--- config.mk ---
export PLATFORM = sky130hd
export DESIGN_NAME = dk_chinh_gpg
export DESIGN_NICKNAME = d
export VERILOG_FILES = /design/src/rtl/dk_chinh_gpg.sv
export SDC_FILE = /design/constraint.sdc
export NUM_CORES = 1
export LEC_CHECK = 0
export ABC_AREA = 0
export CAP_MARGIN = 20
export CORE_UTILIZATION = 40
export DETAILED_ROUTE_END_ITERATION = 7
export SLEW_MARGIN = 20
export SYNTH_ARGS = -nofsm -noshare
export SYNTH_HDL_FRONTEND = slang
export SYNTH_SLANG_ARGS = --single-unit
--- constraint.sdc ---
create_clock -name ckht -period 2.1 [get_ports ckht]
set_input_delay 0.63 -clock ckht [delete_from_list [all_inputs] [get_ports ckht]]
set_output_delay 0.63 -clock ckht [all_outputs]
set_load 0.05 [all_outputs]
--- src/rtl/dk_chinh_gpg.sv ---
// dk_chinh_gpg: mode/edit controller for the hour-minute-second clock.
// Cycles RUN -> SET_S -> SET_M -> SET_H on the mode pulse, turns the
// debounced up/down levels into single and auto-repeat inc/dec pulses,
// blinks the field being edited and pauses the time counters while editing.
//
// Pulse contract: inc and dec are registered one-cycle strobes, never both
// high. There is no back-pressure: the consumer acts on every strobe. No
// strobe is issued in the cycle gt_mod changes, and none is issued in RUN.
module dk_chinh_gpg #(
    parameter int HOLD_MS   = 500,
    parameter int REPEAT_MS = 100,
    parameter int TIMEOUT_S = 10
) (
    input  logic       ckht,
    input  logic       rst,
    input  logic       btn_mod,
    input  logic       cdb_up,
    input  logic       cdb_dw,
    input  logic       ena_ms,
    input  logic       ena1hz,
    input  logic       ena2hz,
    output logic [1:0] gt_mod,
    output logic       inc,
    output logic       dec,
    output logic [2:0] ena_field,
    output logic       run_ena
);

    localparam int HW = $clog2(HOLD_MS + 1);
    localparam int TW = $clog2(TIMEOUT_S + 1);

    // The hold counter fires when an ena_ms tick would carry it to HOLD_MS;
    // reloading with HOLD_MS-REPEAT_MS spaces later pulses REPEAT_MS apart.
    localparam logic [HW-1:0] HOLD_LAST   = HW'(HOLD_MS - 1);
    localparam logic [HW-1:0] HOLD_RELOAD = HW'(HOLD_MS - REPEAT_MS);
    localparam logic [HW-1:0] HOLD_MAX    = HW'(HOLD_MS);
    localparam logic [TW-1:0] TO_LAST     = TW'(TIMEOUT_S - 1);
    localparam logic [TW-1:0] TO_MAX      = TW'(TIMEOUT_S);

    typedef enum logic [1:0] {
        MODE_RUN   = 2'd0,
        MODE_SET_S = 2'd1,
        MODE_SET_M = 2'd2,
        MODE_SET_H = 2'd3
    } mode_t;

    typedef enum logic [1:0] {
        K_IDLE  = 2'd0,
        K_PRESS = 2'd1,
        K_HOLD  = 2'd2,
        K_LOCK  = 2'd3
    } key_t;

    mode_t           mode_q, mode_d;
    key_t            key_q, key_d;
    logic            sel_q, sel_d;       // held key: 0 = up, 1 = down
    logic [HW-1:0]   hcnt_q, hcnt_d;
    logic [TW-1:0]   to_q, to_d;
    logic            up_q, dw_q;
    logic [1:0]      mode_inc;
    logic            up_rise, dw_rise;
    logic            to_clr, to_fire, mode_chg, pulse_ok;
    logic            held_lvl, other_lvl;
    logic            fire;
    logic            inc_d, dec_d, run_d, blink;
    logic [2:0]      field_d;

    assign up_rise   = cdb_up & ~up_q;
    assign dw_rise   = cdb_dw & ~dw_q;
    assign to_clr    = btn_mod | cdb_up | cdb_dw | up_rise | dw_rise;
    assign held_lvl  = sel_q ? cdb_dw : cdb_up;
    assign other_lvl = sel_q ? cdb_up : cdb_dw;
    assign mode_inc  = mode_q + 2'd1;
    assign gt_mod    = mode_q;

    // Mode sequencing and inactivity timeout; a mode pulse beats the timeout.
    always_comb begin
        mode_d  = mode_q;
        to_d    = to_q;
        to_fire = (mode_q != MODE_RUN) & ena1hz & ~to_clr & (to_q >= TO_LAST);
        if (btn_mod) begin
            mode_d = mode_t'(mode_inc);
        end else if (to_fire) begin
            mode_d = MODE_RUN;
        end
        if (mode_d == MODE_RUN || to_clr) begin
            to_d = '0;
        end else if (ena1hz && to_q != TO_MAX) begin
            to_d = to_q + 1'b1;
        end
        mode_chg = btn_mod | to_fire;
        pulse_ok = (mode_q != MODE_RUN) & ~mode_chg;
    end

    // Key FSM: press pulse, hold-to-repeat, and lock-out on conflicts.
    always_comb begin
        key_d  = key_q;
        sel_d  = sel_q;
        hcnt_d = hcnt_q;
        fire   = 1'b0;
        unique case (key_q)
            K_IDLE: begin
                if (up_rise | dw_rise) begin
                    if (mode_chg || (cdb_up && cdb_dw)) begin
                        key_d = K_LOCK;
                    end else begin
                        key_d = K_PRESS;
                        sel_d = dw_rise;
                        fire  = 1'b1;
                    end
                end
            end
            K_PRESS: begin
                if (mode_chg || other_lvl) begin
                    key_d = K_LOCK;
                end else if (!held_lvl) begin
                    key_d = K_IDLE;
                end else begin
                    key_d  = K_HOLD;
                    hcnt_d = '0;
                end
            end
            K_HOLD: begin
                if (mode_chg || other_lvl) begin
                    key_d = K_LOCK;
                end else if (!held_lvl) begin
                    key_d = K_IDLE;
                end else if (ena_ms) begin
                    if (hcnt_q >= HOLD_LAST) begin
                        fire   = 1'b1;
                        hcnt_d = HOLD_RELOAD;
                    end else if (hcnt_q != HOLD_MAX) begin
                        hcnt_d = hcnt_q + 1'b1;
                    end
                end
            end
            K_LOCK: begin
                if (!cdb_up && !cdb_dw) begin
                    key_d = K_IDLE;
                end
            end
            default: key_d = K_IDLE;
        endcase
    end

    // Next values of the registered outputs, aligned with the next gt_mod.
    always_comb begin
        inc_d   = fire & pulse_ok & ~sel_d;
        dec_d   = fire & pulse_ok & sel_d;
        run_d   = (mode_d == MODE_RUN);
        blink   = ena2hz | cdb_up | cdb_dw;
        field_d = 3'b111;
        unique case (mode_d)
            MODE_SET_S: field_d = {2'b11, blink};
            MODE_SET_M: field_d = {1'b1, blink, 1'b1};
            MODE_SET_H: field_d = {blink, 2'b11};
            default:    field_d = 3'b111;
        endcase
    end

    // State registers: mode, key FSM, counters and key level history.
    always_ff @(posedge ckht) begin
        if (!rst) begin
            mode_q <= MODE_RUN;
            key_q  <= K_IDLE;
            sel_q  <= 1'b0;
            hcnt_q <= '0;
            to_q   <= '0;
            up_q   <= 1'b0;
            dw_q   <= 1'b0;
        end else begin
            mode_q <= mode_d;
            key_q  <= key_d;
            sel_q  <= sel_d;
            hcnt_q <= hcnt_d;
            to_q   <= to_d;
            up_q   <= cdb_up;
            dw_q   <= cdb_dw;
        end
    end

    // Registered outputs.
    always_ff @(posedge ckht) begin
        if (!rst) begin
            inc       <= 1'b0;
            dec       <= 1'b0;
            ena_field <= 3'b111;
            run_ena   <= 1'b1;
        end else begin
            inc       <= inc_d;
            dec       <= dec_d;
            ena_field <= field_d;
            run_ena   <= run_d;
        end
    end

endmodule

# --- Word level (Yosys, flattened, before mapping) ---
# Index checks and enable logic that the tools add are counted.
totals:
  wordCells: 102
  output_inout_bits: 8
  register_bits: 26
op_classes:
  n_mux: 31
  n_bitwise: 23
  order_cmp: 2
  n_eq_ne: 17
  n_addsub: 3
  n_reduce_logical: 15
op_table:
  columns: ["operator", "count"]
  rows:
  - ["9-bit 2-to-1 mux", 7]
  - ["2-bit 2-to-1 mux", 9]
  - ["9-bit case mux with 2 select lines", 1]
  - ["2-bit != test, second input constant", 7]
  - ["1-bit 2-to-1 mux", 11]
  - ["9-bit by 1-bit adder with 9-bit output, second input constant", 1]
  - ["1-bit bitwise AND", 9]
  - ["9-bit >= comparator, second input constant", 1]
  - ["9-bit != test, second input constant", 1]
  - ["3-bit case mux with 3 select lines", 1]
  - ["2-bit equality test, second input constant", 4]
  - ["1-bit OR", 8]
  - ["2-bit case mux with 4 select lines", 1]
  - ["7-bit AND reduction", 1]
  - ["3-bit != test, second input constant", 2]
  - ["1-bit NOT", 6]
  - ["4-bit by 1-bit adder with 4-bit output, second input constant", 1]
  - ["2-bit by 1-bit equality test with 1-bit output, second input constant", 2]
  - ["4-bit >= comparator, second input constant", 1]
  - ["2-bit zero test", 2]
  - ["4-bit != test, second input constant", 1]
  - ["2-bit nonzero test", 2]
  - ["1-bit logical AND", 3]
  - ["1-bit logical OR", 3]
  - ["5 further kinds", 6]

# --- Depth between registers and ports, before layout ---
# Gate-level depths: netlist (run 1).
depth:
  ltp_word: 14
  ltp_mapped: 7
  mapped_depth_nobuf: 6

# --- Worst setup path after synthesis (run 1) ---
# OpenSTA, ideal clock, no wires.
synth_path:
  path_type: "register -> register"
  startpoint: "register mode_q[0] (netlist: gt_mod[0])"
  endpoint: "register ena_field[1]"
  n_path_buf: 0
  stages_incl_launch_ff: 7
  arrival_ps: 1849
  path_slack_ps: 124
  t_required_ps: 1973
  path_cell_list: "dfxtp_1 -> inv_1 -> ha_1 -> and3b_1 -> a31o_2 -> a21oi_1 -> or3_1"
synth_between:
  elab_chain_len: 8
  elab_cells_between_ends: 11
synth_lines:
  columns: ["item", "line_no", "source"]
  rows:
  - ["start: declaration", "54", "mode_t mode_q, mode_d;"]
  - ["start signal: assignment", "172", "mode_q <= mode_d;"]
  - ["2-bit nonzero test", "80", "to_fire = (mode_q != MODE_RUN) & ena1hz & ~to_clr & (to_q >= TO_LAST);"]
  - ["1-bit bitwise AND (3 in series)", "80", null]
  - ["2-bit 2-to-1 mux", "83", "end else if (to_fire) begin"]
  - ["2-bit 2-to-1 mux *", "81", "if (btn_mod) begin"]
  - ["2-bit equality test / 2-bit by 1-bit equality test with 1-bit output (equally long branches)", "153", "unique case (mode_d)"]
  - ["3-bit case mux with 3 select lines *", "153", null]
  - ["end signal: assignment", "192", "ena_field <= field_d;"]
  - ["end: declaration", "25", "output logic [2:0] ena_field,"]
# Every way passes the cells marked *; elsewhere a longest branch is shown, timed or not.
# A chain may end at the register's enable or synchronous reset.

# --- Final worst setup path (run 1) ---
layout_path:
  startpoint: "register ena_field[1]"
  endpoint: "output ena_field[1]"
# No word-level cell between the ends.

==> impl_results.md, run 1 <==
- Run status: finished, final reports clean
- Sum of overflow across all layers after global routing: 0
- Post-route core utilization: 53.0%
- Minimum period implied by the final worst setup slack: 2.06 ns
- CTS clk-pin slew, worst paths: 0.09 ns
- Sequential cell area fraction in the yosys report: 34.6%
- Pin count of the biggest net entering global routing: 19
- Number of global-route vias before repair: 1269
- Post-synthesis cell type count: 50
- Post-synth EDFFs: 0
- Worst stage delay on the critical path: 0.81 ns
- Via count: 1318
- Port Buf Inserts: 15
- Detailed-routing iteration count for the pre-antenna-repair pass: 4
- Slew HR: 65.7%
- WHS: 0.542 ns
- Critical path's top delay family: buffers and inverters
- Initial antenna violation count: 0
- Clock tree from TritonCTS: built
- Slew Limit Fails: 0
- Post-synthesis sequential element count: 26
- Post-Synthesis Cells: 171
- Syn Nets: 186
- Endpoints failing hold: 0
- Sinks on Clock Net: 26
- Critical path data required time: 1.47 ns
- Antenna fix cells: 0
- Initial Util: 43.4%
- Signed area change from the synthesized netlist to the final layout: 22.1%
- Top fanout value on the critical path: 1
- Proportion of layout cells with a drive suffix above 1: 17.3%
- Leakage: 0.655 nW
- Y dimension of the die: 63.3 um
- Count of nets left with antenna violations after detail routing: 0
- Setup skew after layout: 0.00264 ns
- DRC Markers: 0
- Post-route fraction of the period consumed by the critical path: 97.9%
- Number of I/O pins: 16
- Category of the worst setup path launch point: register
- DP Worst Slack: -0.321 ns
- Standard cell with the maximum stage delay on the critical path: sky130_fd_sc_hd__clkdlybuf4s50_1
- Core ar.: 3470 um2
- Peak Freq: 0.486 GHz
- Num rows: 21
- Class of the worst hold path: register to register
- Area of the die: 4010 um2
- Mapped Area: 1500 um2
- Unrepaired setup endpoints after global routing: no
- Worst-case setup margin in the final layout: 0.0438 ns
- Avg Synthesized Cell Area: 8.79 um2
- Horizontal die dimension: 63.3 um
- Gr usage total: 17.4%
- Arrival time worst endpoint: 1.43 ns
- # nets final: 212
- Setup CP Type: register to output pin
- Placer's final routability congestion estimate: 0.788
- Post-layout instance area: 1840 um2
- Clock network latency to the later pin of the worst-skew pair: 0.27 ns
- Clock tree buffer depth: 2
- Total setup buffers inserted after CTS: 0
- Predominant post-synthesis flop cell: sky130_fd_sc_hd__dfxtp_1
- First-pass GRT wire length: 5.63 mm
- Critical-path cell list: clkdlybuf4s50_1
- DPL Wire Length: 2.38 mm
- Hold bufs inserted after CTS: 0
- Clock root buffer: sky130_fd_sc_hd__clkbuf_8
- Type of element capturing the critical path: output pin
- Buffers and inverters on the worst path: 1
- TritonCTS Buffers: 3
- P per Cell Area: 559 nW/um2
- Fraction of registers with async set/reset: 0%
- Deepest level of the CTS H-tree: 1
- Average wire length per cell after detail routing: 13.3 um
- Number of vias per cell after detailed routing: 5.45
- DP Area: 1760 um2
- Total detailed-routing wirelength: 3.22 mm
- Yosys synthesis warning count: 0
- Transition time at the pin with the least slew margin: 0.512 ns
- Max-cap violation count: 0
- # setup viols final: 0
- Sum Neg Setup Slack: 0 ns
- Worst voltage drop across the vdd grid: 0.327 mV
- Initial detailed-routing violation count: 51
==> report_power, final <==
part | internal (mW) | leakage [nW] | total [mW] | switching (mW)
Sequential | 0.507 | 0.212 | 0.525 | 0.0186
Combinational | 0.0761 | 0.415 | 0.172 | 0.0956
Clock | 0.168 | 0.0288 | 0.330 | 0.162
Total | 0.750 | 0.655 | 1.03 | 0.276
==> worst min-delay path, cell delays in order (launching register included) <==
cell and delay, ns:
sky130_fd_sc_hd__dfxtp_1 0.38, sky130_fd_sc_hd__nand2_1 0.08, sky130_fd_sc_hd__a21boi_1 0.05
==> layout make-up <==
cell class                      instances  area (um2)
Sequential cell                        26         520
Fill cell                             346        1630
Inverter                               10        37.5
Clock buffer                            4        55.1
Timing Repair Buffer                   30         262
Tap cell                               46        57.6
Multi-Input combinational cell        126         905
==> sequential cells by signal, indices dropped and copies added, names as in the netlist <==
name       cells
run_ena        1
ena_field      3
dw_q           1
hcnt_q         9
up_q           1
gt_mod         2
inc            1
sel_q          1
dec            1
key_q          2
to_q           4
==> worst paths after layout <==
check / start / endpoint / slack, ns / cells after the start
max reg2reg: to_q[0]$_SDFFE_PP0P_ / ena_field[1]$_SDFF_PN1_ / 0.16 / 6
min: hcnt_q[1]$_SDFFE_PN0P_ / hcnt_q[1]$_SDFFE_PN0P_ / 0.54 / 2
max: ena_field[1]$_SDFF_PN1_ / ena_field[1] / 0.04 / 1
min reg2reg: hcnt_q[1]$_SDFFE_PN0P_ / hcnt_q[1]$_SDFFE_PN0P_ / 0.54 / 2
==> stage by stage <==
step,power [mW],std cells
floorplan,0.644,171
global placement,0.704,238
detailed placement,0.707,238
CTS,1.03,242
global route,1.08,242
finish,1.03,242
==> synthesized netlist by cell type (all sizes together) (4+ instances only) <==
library cell / instances / area share [%]
or3: 6 / 2.5
nand4: 4 / 1.7
nor2: 9 / 2.2
nand2: 17 / 4.2
nand3: 9 / 3.3
and2: 5 / 2.1
nor4: 5 / 2.5
o2bb2ai: 4 / 2.3
ha: 7 / 5.8
clkbuf: 4 / 1.1
o21ai: 6 / 2.0
inv: 10 / 2.5
o21a: 5 / 2.5
buf: 5 / 2.7
a21oi: 6 / 2.0
a21boi: 5 / 2.5
dfxtp: 26 / 35
==> cells in the final DEF, fill, tap and decap left out, types with 2 or more instances in the layout <==
master,synthesis,routed
sky130_fd_sc_hd__dfxtp_1,26,26
sky130_fd_sc_hd__a31o_2,3,3
sky130_fd_sc_hd__or3_1,6,6
sky130_fd_sc_hd__dlymetal6s2s_1,0,2
sky130_fd_sc_hd__nand2b_1,3,3
sky130_fd_sc_hd__and2_1,5,5
sky130_fd_sc_hd__nand2_1,17,17
sky130_fd_sc_hd__nor3_1,3,3
sky130_fd_sc_hd__nor2b_1,2,2
sky130_fd_sc_hd__nand4_1,4,4
sky130_fd_sc_hd__clkdlybuf4s50_1,0,10
sky130_fd_sc_hd__ha_1,7,7
sky130_fd_sc_hd__a21oi_1,6,6
sky130_fd_sc_hd__nor4_1,4,3
sky130_fd_sc_hd__o22ai_1,2,2
sky130_fd_sc_hd__o21a_1,5,5
sky130_fd_sc_hd__nor4_2,1,2
sky130_fd_sc_hd__nand3_1,8,8
sky130_fd_sc_hd__o21ai_0,6,6
sky130_fd_sc_hd__clkbuf_8,0,4
sky130_fd_sc_hd__a21boi_0,2,2
sky130_fd_sc_hd__xor2_1,2,2
sky130_fd_sc_hd__o2bb2ai_1,4,4
sky130_fd_sc_hd__a21boi_1,3,3
sky130_fd_sc_hd__buf_4,1,17
sky130_fd_sc_hd__and3b_1,2,2
sky130_fd_sc_hd__nor2_1,9,9
sky130_fd_sc_hd__nand3b_1,2,2
sky130_fd_sc_hd__inv_1,10,10
==> cell families after synthesis <==
group	after synthesis	synth area share, %
xor gates and xnor gates	3	1.75
adders and majority gates	7	5.82
buffers and inverters	19	6.24
and+or+nand+nor	73	28.5
AOI/OAI and AO/OA	42	22.5
muxes	1	0.666
DFF	26	34.6
==> timing repair <==
item | in CTS | in global routing
pin swaps | 2 | 1
endpoints found under the setup margin | 2 | 9
hold endpoints to repair | 0 | 0
gates resized for setup | 2 | 3
gates cloned | 0 | 0
==> layer usage <==
| layer | track usage, % | share of wire [%] |
|---|---|---|
| met1 | 22.9 | 51 |
| met2 | 28.4 | 43 |
| met3 | 3.44 | 4.3 |
| met4 | 5.68 | 1.2 |
| met5 | 0 | 0 |
No activity file was read; power rests on OpenSTA's default activity.
==> run 2: changes to the inputs <==
--- a/config.mk
+++ b/config.mk
@@ -7,7 +7,7 @@
 export LEC_CHECK = 0
 export ABC_AREA = 0
 export CAP_MARGIN = 20
-export CORE_UTILIZATION = 40
+export CORE_UTILIZATION = 38
 export DETAILED_ROUTE_END_ITERATION = 7
 export SLEW_MARGIN = 20
 export SYNTH_ARGS = -nofsm -noshare
==> run 2 against run 1 <==
  * Non-clock buffer count grew 2
  * Utilization shrank 2.9 points
  * Clock-buffer cell count is 1 lower
  * Cell count rose by 1.7%
  * Critical path type unchanged
  * Die area rose by 5.1%
  * Via count increased by 3.1%
  * Sequential share of layout area decreased by 0.34 points
==> impl_results.md, run 2 (synthesis results as in run 1) <==
- Critical path data required time: 1.47 ns (about the same)
- Buffers and inverters on the worst path: 1 (unchanged)
- Num rows: 22 (+4.8%)
- Final Power: 1.13 mW (+9.7%)
- Peak Freq: 0.490 GHz (+0.69%)
- Port Buf Inserts: 15 (unchanged)
- Origin of the worst setup path: ena_field[0]$_SDFF_PN1_
- Total detailed-routing wirelength: 3.43 mm (+6.5%)
- Via count: 1359 (+3.1%)
- DRC Markers: 0 (unchanged)
- Highest-count cells in the layout ignoring fill and taps: 26 x sky130_fd_sc_hd__dfxtp_1, 21 x sky130_fd_sc_hd__buf_4, 17 x sky130_fd_sc_hd__nand2_1
- Deepest level of the CTS H-tree: 1 (unchanged)
- # setup viols final: 0 (unchanged)
- Y dimension of the die: 64.9 um (+2.5%)
- Leading cell type in the layout, fill and taps excluded: sky130_fd_sc_hd__dfxtp_1
- Initial antenna violation count: 0 (unchanged)
- Transition time at the pin with the least slew margin: 0.510 ns (-0.00184 ns)
- Horizontal die dimension: 64.9 um (+2.5%)
- Setup CP Type: register to output pin
- # nets final: 214 (+0.94%)
- Category of the worst setup path launch point: register
- Clock tree buffer depth: 2 (unchanged)
- First-pass GRT wire length: 6.09 mm (+8.2%)
- Reg-to-reg critical path endpoint: run_ena$_SDFF_PN1_
- Slew HR: 65.9% (+0.12 points)
- Critical-path cell list: clkdlybuf4s50_1
- Multi-input combinational cell area: 898 um2 (-0.69%)
- Number of global-route vias before repair: 1346 (+6.1%)
- Antenna fix cells: 0 (unchanged)
- Worst voltage drop across the vdd grid: 0.420 mV (+28%)
- Sequential Area: 520 um2 (unchanged)
- Standard cell with the maximum stage delay on the critical path: sky130_fd_sc_hd__clkdlybuf4s50_1
- Initial Util: 40.5% (-2.9 points)
- TritonCTS Buffers: 3 (unchanged)
- Cell count of the worst reg-to-reg path: 7 (+1)
- Arrival time worst endpoint: 1.41 ns (-0.02 ns)
- Post-route fraction of the period consumed by the critical path: 97.2% (-0.67 points)
- Logic depth of the worst path, buffers included: 1 (unchanged)
- Clock root buffer: sky130_fd_sc_hd__clkbuf_8
- Proportion of layout cells with a drive suffix above 1: 18.7% (+1.3 points)
- Critical R2R Launch: to_q[0]$_SDFFE_PP0P_
- Signed area change from the synthesized netlist to the final layout: 23.6%
- Number of vias per cell after detailed routing: 5.52 (+1.4%)
- Leakage: 0.674 nW (+2.9%)
- Clock tree from TritonCTS: built
- Critical path's top delay family: buffers and inverters
- Core ar.: 3720 um2 (+7.1%)
- Hold bufs inserted after CTS: 0 (unchanged)
- Pin count of the biggest net entering global routing: 17 (-2)
- DPL Wire Length: 2.53 mm (+6.3%)
- Largest registers ranked by flip-flop count: hcnt_q (9), to_q (4), ena_field (3)
- Gr usage total: 18.9% (+1.4 points)
- Reg2reg setup slack: 0.12 ns (-0.04 ns)
- Max-cap violation count: 0 (unchanged)
- Largest register by flop count: hcnt_q
- Initial detailed-routing violation count: 89 (+75%)
- Endpoint of the worst setup timing path: ena_field[0]
- Type of element capturing the critical path: output pin
- Worst stage delay on the critical path: 0.81 ns (about the same)
- Slew Limit Fails: 0 (unchanged)
- Sinks on Clock Net: 26 (unchanged)
- Setup skew after layout: 0.0121 ns (+0.00946 ns)
- Area of the die: 4210 um2 (+5.1%)
- Cell depth of the worst hold path: 1 (-1)
- Number of I/O pins: 16 (unchanged)
- P per Cell Area: 606 nW/um2 (+8.3%)
- Total setup buffers inserted after CTS: 0 (unchanged)
- Post-route core utilization: 50.0% (-2.9 points)
- Run status: finished, final reports clean
- Endpoints failing hold: 0 (unchanged)
- Minimum period implied by the final worst setup slack: 2.04 ns (-0.0140 ns)
- Average wire length per cell after detail routing: 13.9 um (+4.8%)
- Unrepaired setup endpoints after global routing: no
- Placer's final routability congestion estimate: 0.820 (+4.0%)
- Number of flip-flops in the largest register: 9 (unchanged)
- Count of nets left with antenna violations after detail routing: 0 (unchanged)
- Top fanout value on the critical path: 1 (unchanged)
- Clock network latency to the later pin of the worst-skew pair: 0.28 ns (about the same)
- CTS clk-pin slew, worst paths: 0.10 ns (about the same)
- Sum of overflow across all layers after global routing: 0 (unchanged)
- Count of filler cells inserted in the layout: 363 (+4.9%)
- Class of the worst hold path: register to register
- Detailed-routing iteration count for the pre-antenna-repair pass: 4 (unchanged)
==> run 2: cell count changes in the layout (fill, tap and decap cells not counted) <==
cell                              previous run  this run
sky130_fd_sc_hd__buf_4                      17        21
sky130_fd_sc_hd__clkdlybuf4s50_1            10         8
sky130_fd_sc_hd__bufinv_16                   0         1
sky130_fd_sc_hd__clkbuf_8                    4         3
sky130_fd_sc_hd__nor4_1                      3         4
sky130_fd_sc_hd__nor4_2                      2         1
==> run 2: metrics by stage <==
step | setup slack [ns] | cells | setup TNS (ns) | cell area (um2) | hold slack [ns]
3_5_place_dp | -0.302 | 242 | -4.08 | 1780 | 0.517
4_1_cts | 0.00268 | 246 | 0 | 1850 | 0.546
6_report | 0.0578 | 246 | 0 | 1860 | 0.547
5_1_grt | 0.00866 | 246 | 0 | 1860 | 0.581
3_3_place_gp | -0.261 | 242 | -3.64 | 1780 | 0.511
2_1_floorplan | 0.124 | 171 | 0 | 1500 | 0.482
==> run 2: worst min path at each step <==
stage	start	to	slack [ns]
floorplan	to_q[1]$_SDFFE_PP0P_	to_q[1]$_SDFFE_PP0P_	0.48
global placement	hcnt_q[8]$_SDFFE_PN0P_	hcnt_q[8]$_SDFFE_PN0P_	0.51
detailed placement	hcnt_q[8]$_SDFFE_PN0P_	hcnt_q[8]$_SDFFE_PN0P_	0.52
CTS	hcnt_q[8]$_SDFFE_PN0P_	hcnt_q[8]$_SDFFE_PN0P_	0.55
global route	hcnt_q[8]$_SDFFE_PN0P_	hcnt_q[8]$_SDFFE_PN0P_	0.58
finish	hcnt_q[8]$_SDFFE_PN0P_	hcnt_q[8]$_SDFFE_PN0P_	0.55
==> run 2: metal layers <==
metal  vias to the layer above  routed length, um  track usage (%)
met5                         -                  0                0
li1                        679                  -                -
met2                        28               1620             31.3
met1                       646               1620             23.1
met3                         6                123             2.64
met4                         0                 74             10.8
==> run 2: final cells by class <==
type / count / share of cell area (%)
clock buffers: 3 / 2.22
repair buffers: 32 / 14.6
inverters: 10 / 2.02
multi-input cells: 126 / 48.3
clock inverters: 1 / 1.62
flip-flops and latches: 26 / 28.0
well taps: 48 / 3.23
==> run 2: timing repair <==
action                                  4_1_cts  5_1_grt
endpoints found under the setup margin        1        5
pin swaps                                     2        1
resized for setup                             1        3
==> run 2: report_power, final <==
part           internal, mW  switching (mW)  leakage (nW)
registers             0.507          0.0199         0.212
clock network         0.255           0.165        0.0357
logic                0.0796          0.0997         0.427
==> edit 1: new RTL, settings of run 2 <==
Re-encode `key_t` (4 values) as one-hot, 4 bits wide.
--- a/src/rtl/dk_chinh_gpg.sv
+++ b/src/rtl/dk_chinh_gpg.sv
@@ -44,11 +44,11 @@
         MODE_SET_H = 2'd3
     } mode_t;
 
-    typedef enum logic [1:0] {
-        K_IDLE  = 2'd0,
-        K_PRESS = 2'd1,
-        K_HOLD  = 2'd2,
-        K_LOCK  = 2'd3
+    typedef enum logic [3:0] {
+        K_IDLE  = 4'b0001,
+        K_PRESS = 4'b0010,
+        K_HOLD  = 4'b0100,
+        K_LOCK  = 4'b1000
     } key_t;
 
     mode_t           mode_q, mode_d;
Formal check against the unedited RTL: no difference found for any inputs over 10 cycles, from zero or initial values and one cycle with rst low; not proved beyond that.
==> edit 1 against run 2 <==
  * Setup slack gained 0.025 ns
  * Sequential cell count grew 2
  * Fmax grew 1.2%
  * Power grew 5.9%
  * Register-to-register slack gained 0.06 ns
  * Cell area grew 7.7%
  * Area after synthesis grew 5.6%
  * Sequential share of layout area is essentially flat
  * Routed wire length grew 8.1%
==> edit 1: results (changes against run 2) <==
- Status: complete, no violations (unchanged)
- Worst R2R End: sel_q (was run_ena)
- Met2 wire len: 1.815 mm (was 1.616 mm)
- Library cells used by synthesis: 55 (was 50)
- Post-synth top flop: dfxtp_1 (unchanged)
- Largest net degree at the start of global routing: 19 (was 17)
- Worst EP arrival: 1.39 ns (was 1.41 ns)
- WHS Endpoint: hcnt_q[5] (was hcnt_q[8])
- Vias: 1,441 (was 1,359)
- DP HPWL: 2.829 mm (was 2.532 mm)
- Grt met2 use: 31.57% (was 31.25%)
- Worst-Skew Late Latency: 0.27 ns
- Type of the most critical hold path: reg -> reg (unchanged)
- Hold slack: 0.5356 ns (was 0.5473 ns)
- Synth Instances: 175 (was 171)
- Share of cells above drive strength 1: 23.33% (was 18.69%)
- Worst Tran Pin Value: 0.5160 ns (was 0.5104 ns)
- Synth area leaders: dfxtp_1 35%, ha_1 5.5%, nand2_1 3.8%, nand3_1 3.5%, a21oi_1 3.2% (was dfxtp_1 35%, ha_1 5.8%, nand2_1 4.2%, nand3_1 2.7%, inv_1 2.5%)
- Reg2reg start: to_q[0] (unchanged)
- Met3 GRT Util: 4.452% (was 2.641%)
- Initial DRC Count: 94 (was 89)
- Leak Pwr: 0.0007863 uW (was 0.0006741 uW)
- 1st-pass router iterations: 4 (unchanged)
- Post-Place Worst Slack: -0.3207 ns (was -0.3025 ns)
- VDD IR max: 0.3388 mV (was 0.4196 mV)
- Fillers: 372 (was 363)
- Met1 Usage GRT: 22.20% (was 23.09%)
- HP Start: hcnt_q[5] (was hcnt_q[8])
- Setup crit end: ena_field[1] (was ena_field[0])
- R2r setup slk: 0.18 ns (was 0.12 ns)
- Regs by FF count: hcnt_q x9, key_q x4, to_q x4 (was hcnt_q x9, to_q x4, ena_field x3)
- NumNets Final: 226 (was 214)
- Clock skew: 0.006201 ns (was 0.01210 ns)
- Cells on worst reg2reg path: 7 (unchanged)
- Synth cell count leaders: 28 x dfxtp_1, 16 x nand2_1, 12 x nor2_1, 11 x nand3_1 (was 26 x dfxtp_1, 17 x nand2_1, 10 x inv_1, 9 x nor2_1, 8 x nand3_1)
- CP peak stage delay: 0.79 ns (was 0.81 ns)
- First-pass GRT wire length: 6.196 mm (was 6.092 mm)
- TritonCTS Buffers: 3 (unchanged)
- Gpl congestion: 0.8835 (was 0.8197)
- Seq/Total Area, Yosys: 35.30% (was 34.61%)
- DP Area: 1934 um2 (was 1775 um2)
- Power Density: 595.0 nW/um2 (was 605.5 nW/um2)
- Clk slew on worst S/H paths: 0.10 ns (about the same)
- GR Util All Layers: 18.33% (was 18.86%)
- Post-route met1 wirelength: 1.693 mm (was 1.617 mm)
- Average wire per standard cell: 14.27 um (was 13.95 um)
- Met3 wire length: 167 um (was 123 um)
- Non-filler cells, final: 260 (was 246)
- Syn_nets: 190 (was 186)
- Worst Setup SP: ena_field[1] (was ena_field[0])
edit 1: repair_timing:
item / in CTS / in global routing
pin swaps: 0 / 1
endpoints found under the setup margin: 1 / 15
resized for setup: 3 / 3
edit 1: power by group:
| group | internal (uW) | total (uW) | switching (uW) |
|---|---|---|---|
| Clock | 168 | 331 | 164 |
| Sequential | 555 | 590 | 34.7 |
| Combinational | 123 | 271 | 148 |
| Total | 845 | 1190 | 346 |
edit 1: cells by family (layout without fill, tap and decap cells):
group,Yosys count,after routing,share of synthesized area (%)
buf+inv,16,51,4.019
simple gates,76,76,29.16
flops,28,28,35.30
xor+xnor,4,4,2.680
fa+ha+maj,7,7,5.516
mux,1,1,0.6304
compound gates,43,43,22.70
edit 1: layout make-up:
| class | count | share of cell area [%] |
|---|---|---|
| clock buffers | 4 | 2.748 |
| multi-input cells | 131 | 48.59 |
| flip-flops and latches | 28 | 27.98 |
| well taps | 50 | 3.123 |
| repair buffers | 37 | 15.68 |
| inverters | 10 | 1.874 |
==> edit 2: new RTL, flow settings as in run 2 <==
Without the edit above. `TIMEOUT_S`: 10 -> 20.
--- a/src/rtl/dk_chinh_gpg.sv
+++ b/src/rtl/dk_chinh_gpg.sv
@@ -9,7 +9,7 @@
 module dk_chinh_gpg #(
     parameter int HOLD_MS   = 500,
     parameter int REPEAT_MS = 100,
-    parameter int TIMEOUT_S = 10
+    parameter int TIMEOUT_S = 20
 ) (
     input  logic       ckht,
     input  logic       rst,
Formal check against the unedited RTL: no difference found for any inputs over 10 cycles, from zero or initial values and one cycle with rst low; that may be too few to reach the edited logic, so the function may still have changed.
==> edit 2 against run 2 <==
  * Clock power down 28%
  * Setup slack improved by 0.0038 ns
  * Area after synthesis shrank 2.3%
  * Power is 8.3% lower
  * Critical path type unchanged
  * Cell area shrank 0.40%
  * Routed wire length shrank 7.3%
  * Largest cell class unchanged
  * Clock skew is 0.0066 ns lower
  * Sequential cell count is 1 higher
==> edit 2: results (changes against run 2) <==
- Initial DRC Count: 99 (was 89)
- Share of cells above drive strength 1: 19.50% (was 18.69%)
- Leak Pwr: 0.0006882 uW (was 0.0006741 uW)
- Clk slew on worst S/H paths: 0.10 ns (about the same)
- Vias in the first global route: 1,367 (was 1,346)
- Gpl congestion: 0.8458 (was 0.8197)
- Seq/Total Area, Yosys: 36.80% (was 34.61%)
- Synth area leaders: dfxtp_1 37%, ha_1 4.3%, inv_1 3.8%, nand3_1 3.1%, nand2_1 2.8% (was dfxtp_1 35%, ha_1 5.8%, nand2_1 4.2%, nand3_1 2.7%, inv_1 2.5%)
- Period utilisation layout: 97.07% (was 97.25%)
- Reg2reg start: hcnt_q[1] (was to_q[0])
- Status: complete, no violations (unchanged)
- Met2 wire len: 1.479 mm (was 1.616 mm)
- VDD IR max: 0.2204 mV (was 0.4196 mV)
- Library cells used by synthesis: 49 (was 50)
- Worst R2R End: hcnt_q[4] (was run_ena)
- DP Area: 1779 um2 (was 1775 um2)
- Post-route met1 wirelength: 1.585 mm (was 1.617 mm)
- GR Util All Layers: 17.61% (was 18.86%)
- Multiplexer share of the synthesized area: 1.363% (was 0.6656%)
- R2r setup slk: 0.18 ns (was 0.12 ns)
- Post-synthesis compound-gate area fraction: 21.12% (was 22.46%)
- Post-Synth XOR/XNOR Area: 2.981% (was 1.747%)
- First-pass GRT wire length: 5.851 mm (was 6.092 mm)
- Syn_nets: 180 (was 186)
- Cells on worst reg2reg path: 6 (was 7)
- Post-Place Worst Slack: -0.4488 ns (was -0.3025 ns)
- Met3 GRT Util: 2.500% (was 2.641%)
- Adder-Cell Fraction of Synth Area: 4.259% (was 5.824%)
- Net Sw Power: 285.7 uW (was 284.4 uW)
- Avg Inst Size Synth: 8.796 um2 (was 8.795 um2)
- Synth cell count leaders: 27 x dfxtp_1, 15 x inv_1, 11 x nand2_1, 10 x nor2_1, 9 x nand3_1 (was 26 x dfxtp_1, 17 x nand2_1, 10 x inv_1, 9 x nor2_1, 8 x nand3_1)
- Met1 Usage GRT: 22.31% (was 23.09%)
- DP HPWL: 2.383 mm (was 2.532 mm)
- Vias per inst: 5.379 (was 5.524)
- CP max FO: 1 (unchanged)
- Clock skew: 0.005491 ns (was 0.01210 ns)
- Non-filler cells, final: 248 (was 246)
- Routed wire length: 3.179 mm (was 3.431 mm)
- Met3 wire length: 73 um (was 123 um)
edit 2: cell count changes after synthesis, moves of 3 or more:
cell,change
o21a_1,-4
a31o_2,-3
o2bb2ai_1,-4
a31oi_1,+4
o31ai_1,+5
a21boi_1,-3
inv_1,+5
nor4_1,-4
or2_2,+3
nand2_1,-6
edit 2: layout make-up:
class	instances	area (um2)	area share [%]
flip-flops and latches	27	540.5	29.19
inverters	15	56.30	3.041
well taps	48	60.06	3.243
multi-input cells	120	858.3	46.35
repair buffers	34	287.8	15.54
clock buffers	3	41.29	2.230
clock inverters	1	7.507	0.4054
edit 2: power groups by stage:
stage | registers, uW | clock network [uW] | logic, uW
2_1_floorplan | 571 | 0 | 95.5
3_3_place_gp | 557 | 0 | 178
3_5_place_dp | 558 | 0 | 180
4_1_cts | 546 | 311 | 184
5_1_grt | 550 | 336 | 201
6_report | 546 | 304 | 183
edit 2: repair_timing:
item	4_1_cts	5_1_grt
pin swaps	2	0
endpoints found under the hold margin	0	0
buffers inserted	2	0
setup endpoints to repair	12	10
gates resized for setup	4	2
edit 2: how the worst min path moves through the flow:
stage                           end  slack, ns  startpoint  depth (start not counted)
after floorplan           hcnt_q[8]       0.44   hcnt_q[8]                          2
after global placement    hcnt_q[8]       0.48   hcnt_q[8]                          2
after detailed placement  hcnt_q[8]       0.49   hcnt_q[8]                          2
after CTS                 hcnt_q[8]       0.51   hcnt_q[8]                          2
after global routing      hcnt_q[8]       0.53   hcnt_q[8]                          2
final                     hcnt_q[8]       0.51   hcnt_q[8]                          2
edit 2: through the flow:
step                      total power [uW]  util, %
after floorplan                      666.4        -
after detailed placement             738.2    48.24
after global routing                  1086    50.20
after CTS                             1041    50.10
after global placement               734.4    48.24
final                                 1033    50.20
